$ cat config.mk
export PLATFORM = sky130hd
export DESIGN_NAME = pattern_decoder_seq
export DESIGN_NICKNAME = d
export VERILOG_FILES = /design/src/rtl/pattern_decoder_seq.sv
export SDC_FILE = /design/constraint.sdc
export NUM_CORES = 1
export LEC_CHECK = 0
export ABC_AREA = 1
export BUFFER_PORTS_ARGS = -buffer_cell sky130_fd_sc_hd__buf_4
export CORE_UTILIZATION = 30
export CTS_BUF_LIST = sky130_fd_sc_hd__clkbuf_8
export CTS_CLUSTER_DIAMETER = 200
export DETAILED_ROUTE_END_ITERATION = 7
export PLACE_DENSITY = 0.58
export SYNTH_ARGS = -nofsm -noshare
export SYNTH_HDL_FRONTEND = slang
export SYNTH_SLANG_ARGS = --single-unit
$ cat constraint.sdc
create_clock -name clk -period 2.4 [get_ports clk]
set_clock_uncertainty 0.15 [all_clocks]
set_input_delay 0.12 -clock clk [delete_from_list [all_inputs] [get_ports clk]]
set_output_delay 0.12 -clock clk [all_outputs]
set_load 0.01 [all_outputs]
$ cat src/rtl/pattern_decoder_seq.sv
// Registered binary-to-one-hot decoder with valid/ready on both sides,
// an error flag for out-of-range codes, and a handshaked SCAN walker.
// Ports: clk, rst_n (async, active-low)
//   in:  in_valid, in_code[IN_W], in_en, scan_start, scan_stop, out_ready
//   out: in_ready, out_valid, out_onehot[OUT_N], out_err, busy
module pattern_decoder_seq #(
  parameter int IN_W      = 2,
  parameter int OUT_N     = 3,
  parameter int SCAN_WRAP = 1
) (
  input  logic             clk,
  input  logic             rst_n,
  input  logic             in_valid,
  output logic             in_ready,
  input  logic [IN_W-1:0]  in_code,
  input  logic             in_en,
  input  logic             scan_start,
  input  logic             scan_stop,
  output logic             out_valid,
  input  logic             out_ready,
  output logic [OUT_N-1:0] out_onehot,
  output logic             out_err,
  output logic             busy
);

  localparam int IW = (OUT_N > 1) ? $clog2(OUT_N) : 1;

  localparam logic [0:0] ST_IDLE = 1'b0;
  localparam logic [0:0] ST_SCAN = 1'b1;

  localparam logic [OUT_N-1:0] ONE  = OUT_N'(1);
  localparam logic [IW-1:0]    LAST = IW'(OUT_N - 1);
  localparam logic [IN_W:0]    LIM  = (IN_W + 1)'(OUT_N);

  logic [0:0]       r_state;
  logic             r_valid;
  logic [OUT_N-1:0] r_onehot;
  logic             r_err;
  logic [IW-1:0]    r_idx;
  logic             r_stop_pend;

  logic             w_free;
  logic             w_idle;
  logic             w_accept;
  logic             w_code_ok;
  logic [OUT_N-1:0] w_dec;
  logic             w_dec_err;
  logic             w_beat;
  logic             w_stop_now;
  logic             w_last;
  logic [IW-1:0]    w_idx_nxt;

  assign w_idle   = (r_state == ST_IDLE);
  assign w_free   = !r_valid || out_ready;
  assign in_ready = w_idle && w_free && !scan_start;
  assign w_accept = in_valid && in_ready;

  // Widen the code by one bit so OUT_N == 2**IN_W still compares cleanly.
  assign w_code_ok = ({1'b0, in_code} < LIM);
  assign w_dec     = (in_en && w_code_ok) ? (ONE << in_code) : '0;
  assign w_dec_err = in_en && !w_code_ok;

  assign w_beat     = r_valid && out_ready;
  assign w_stop_now = r_stop_pend || scan_stop;
  assign w_last     = (r_idx == LAST);
  assign w_idx_nxt  = w_last ? '0 : r_idx + IW'(1);

  always_ff @(posedge clk or negedge rst_n) begin
    if (!rst_n) begin
      r_state     <= ST_IDLE;
      r_valid     <= 1'b0;
      r_onehot    <= '0;
      r_err       <= 1'b0;
      r_idx       <= '0;
      r_stop_pend <= 1'b0;
    end else begin
      case (r_state)
        ST_IDLE: begin
          // Scan request outranks a pending input beat.
          if (scan_start && w_free) begin
            r_state  <= ST_SCAN;
            r_valid  <= 1'b1;
            r_onehot <= ONE;
            r_err    <= 1'b0;
            r_idx    <= '0;
          end else if (w_accept) begin
            r_valid  <= 1'b1;
            r_onehot <= w_dec;
            r_err    <= w_dec_err;
          end else if (out_ready) begin
            r_valid  <= 1'b0;
          end
        end
        ST_SCAN: begin
          if (w_beat) begin
            if (w_stop_now) begin
              r_valid     <= 1'b0;
              r_state     <= ST_IDLE;
              r_stop_pend <= 1'b0;
            end else if (SCAN_WRAP == 0 && w_last) begin
              r_valid <= 1'b0;
              r_state <= ST_IDLE;
            end else begin
              r_idx    <= w_idx_nxt;
              r_onehot <= ONE << w_idx_nxt;
            end
          end else if (scan_stop) begin
            r_stop_pend <= 1'b1;
          end
        end
        default: r_state <= ST_IDLE;
      endcase
    end
  end

  assign out_valid  = r_valid;
  assign out_onehot = r_onehot;
  assign out_err    = r_err;
  assign busy       = (r_state == ST_SCAN);

endmodule

==> impl_metrics.yaml <==
floorplanning:
  coreArea_um2: 1541
  die_h_um: 43.05
  die_width_um: 43.05
  num_io_pins: 16
  num_rows: 14
  die_area_um2: 1853
  start_util_pct: 32.79
layout:
  area_growth_syn_to_layout_pct: 37.13
  layout_common_cells: "nand2_1 (25), buf_4 (15), inv_1 (11), dfrtp_1 (9)"
  seq_area_um2: 225.2
  n_fill_cell: 167
  finish.net_count: 103
  final_core_util_pct: 44.97
  multi_input_area_um2: 235.2
  layout-drive-gt1-share_pct: 26.88
  n_antenna_cell: 0
  layout_commonest_cell: "nand2_1"
pwr:
  pwr-share-clk_pct: 49.5
  seqPwrFrac_pct: 44.3
  combPwrFrac_pct: 6.3
  p_sw_uw: 69.14
  leakage_uw: 0.0004093
  swShare_pct: 20.10
  irDropWorstVdd_mv: 0.4330
  powerDensity_nw_per_um2: 496.3
  power.internal_uw: 274.9
critical_path:
  cp.arrival_ns: 1.16
  crit_required_ns: 2.13
  crit_fanout: 8
  r2r-end: "out_onehot[2]"
  reg2regPathDepth: 6
  worstSetupStartpointType: "flop"
  r2r_slack_ns: 1.15
  reg2reg_from: "busy"
  crit_type: "reg -> out"
  end_kind: "output port"
global_routing:
  grt_pass1_vias: 436
  grt_overflow: 0
  grtUsageTotal_pct: 13.02
  grt_pass1_wl_um: 1731
  antenna_found_initial: 0
  grt_start_max_net_pins: 10
clock_network:
  clk_pin_slew_worst_paths_ns: 0.04
  htreeDepth: 1
  clock_latency_ns: 0.23
  post-cts-setup-buffers: 0
  cts.path.max_buffers: 2
  cts_tree: "yes"
  root_buffer: "clkbuf_8"
  cts_buffers: 3
  cts_sinks: 9
  cts_resized: 0
timing:
  clock.fmax_ghz: 0.7009
  post-route-period-util_pct: 59.45
  setup_violations: 0
  min_period_ns: 1.427
  final_max_slew_viol_count: 0
  hold_violations: 0
  fin_ws_ns: 0.9733
  tns_ns: 0
  worstMarginPinSlew_ns: 0.2399
  relSlewSlack_pct: 84.01
  grt_setup_unrepaired: "false"
detailed_routing:
  avgRoutedWirePerCell_um: 9.294
  antenna_left: 0
  wirelength_um: 1013
  post_drt_via_cell_ratio: 4.450
  via_count: 485
  drt_first_pass_iters: 4
  drt-initial-drc-count: 10
  drc: 0
place:
  place_ws_ns: 1.163
  port_buffers: 15
  dp_hpwl_um: 798.6
  gp_congestion: 0.7300
yosys:
  yosys_warnings: 0
  syn_area_um2: 505.5
  synthTopCellsByArea: "dfrtp_1 (45%), nand2_1 (19%), nand3_1 (7.9%)"
  post_synth_num_cell_types: 12
  syn_inst: 73
  yosys.area.top_type: "dfrtp_1"
  yosysSeqAreaShare_pct: 44.55
  synth_top_area_share_pct: 44.55
  syn_area_per_cell_um2: 6.924
  syn-num-nets: 82
  ys_ff_latch: 9
min_path:
  worstHoldStart: "out_ready"
  hold_path.class: "in -> reg"
  whs_endpoint: "r_stop_pend"
  holdPathStages: 4
outcome:
  status: "complete, no violations"
job:
  drv_cap: 0
-- cell type report --
cell class              count  share of cell area [%]
clock buffers               3                   5.957
clock inverters             1                  0.5415
inverters                  12                   6.498
multi-input cells          52                   33.94
flip-flops and latches      9                   32.49
well taps                  16                   2.888
repair buffers             16                   17.69
-- worst max-delay path by stage --
stage          startpoint             to  slack (ns)  cells past startpoint
2_1_floorplan        busy  out_onehot[0]        1.21                      6
3_3_place_gp         busy  out_onehot[1]        1.13                      6
3_5_place_dp         busy  out_onehot[2]        1.16                      6
4_1_cts              busy       in_ready        0.96                      4
5_1_grt              busy       in_ready        0.90                      4
6_report             busy       in_ready        0.97                      4
-- through the flow --
step / cells / power (uW) / hold slack, ns / area [um2]
detailed placement: 104 / 175.2 / -0.1997 / 638.1
finish: 109 / 344.0 / 0.08396 / 693.2
floorplan: 73 / 159.9 / -0.3256 / 505.5
global route: 109 / 360.3 / 0.08938 / 693.2
global placement: 104 / 174.8 / -0.1988 / 638.1
CTS: 109 / 349.3 / 0.07666 / 693.2
-- Yosys cell counts --
master	instances
nand2_2	3
nand3_2	2
nand2_1	25
o21ai_1	1
o21ai_0	3
dfrtp_1	9
inv_1	10
a21oi_1	1
inv_2	2
nor2_1	8
nand3_1	8
o21bai_1	1
-- power by group through the flow --
stage,registers (uW),clock network (uW),logic (uW)
2_1_floorplan,155,0,5.32
3_3_place_gp,155,0,20.3
3_5_place_dp,155,0,20.7
4_1_cts,152,175,22.0
5_1_grt,152,184,24.6
6_report,152,170,21.5
-- state kept, by name, indices dropped and copies added (netlist names) --
register and cells:
r_idx 2, busy 1, out_err 1, out_onehot 3, r_stop_pend 1, out_valid 1
-- critical path, stage by stage, from the launching register on --
cell and delay [ns]:
dfrtp_1 0.45, inv_2 0.15, nand2_1 0.09, nor2_1 0.11, buf_4 0.12
-- cell families after synthesis --
family / share of synthesized area, %
DFF: 44.56
buffers and inverters: 8.912
AOI/OAI and AO/OA: 6.433
and+or+nand+nor: 40.10
-- per-layer routing --
metal	track usage (%)	wire length, um	up-vias
li1	-	-	265
met1	17.24	497	205
met2	17.88	437	13
met3	6.383	67	2
met4	5.455	10	0
met5	0	0	-
-- timing repair --
| action | 4_1_cts | 5_1_grt |
|---|---|---|
| hold buffers | 1 | 0 |
| endpoints found under the setup margin | 0 | 0 |
| hold endpoints to repair | 9 | 0 |
Note: power is estimated with default switching activity, not from simulation.
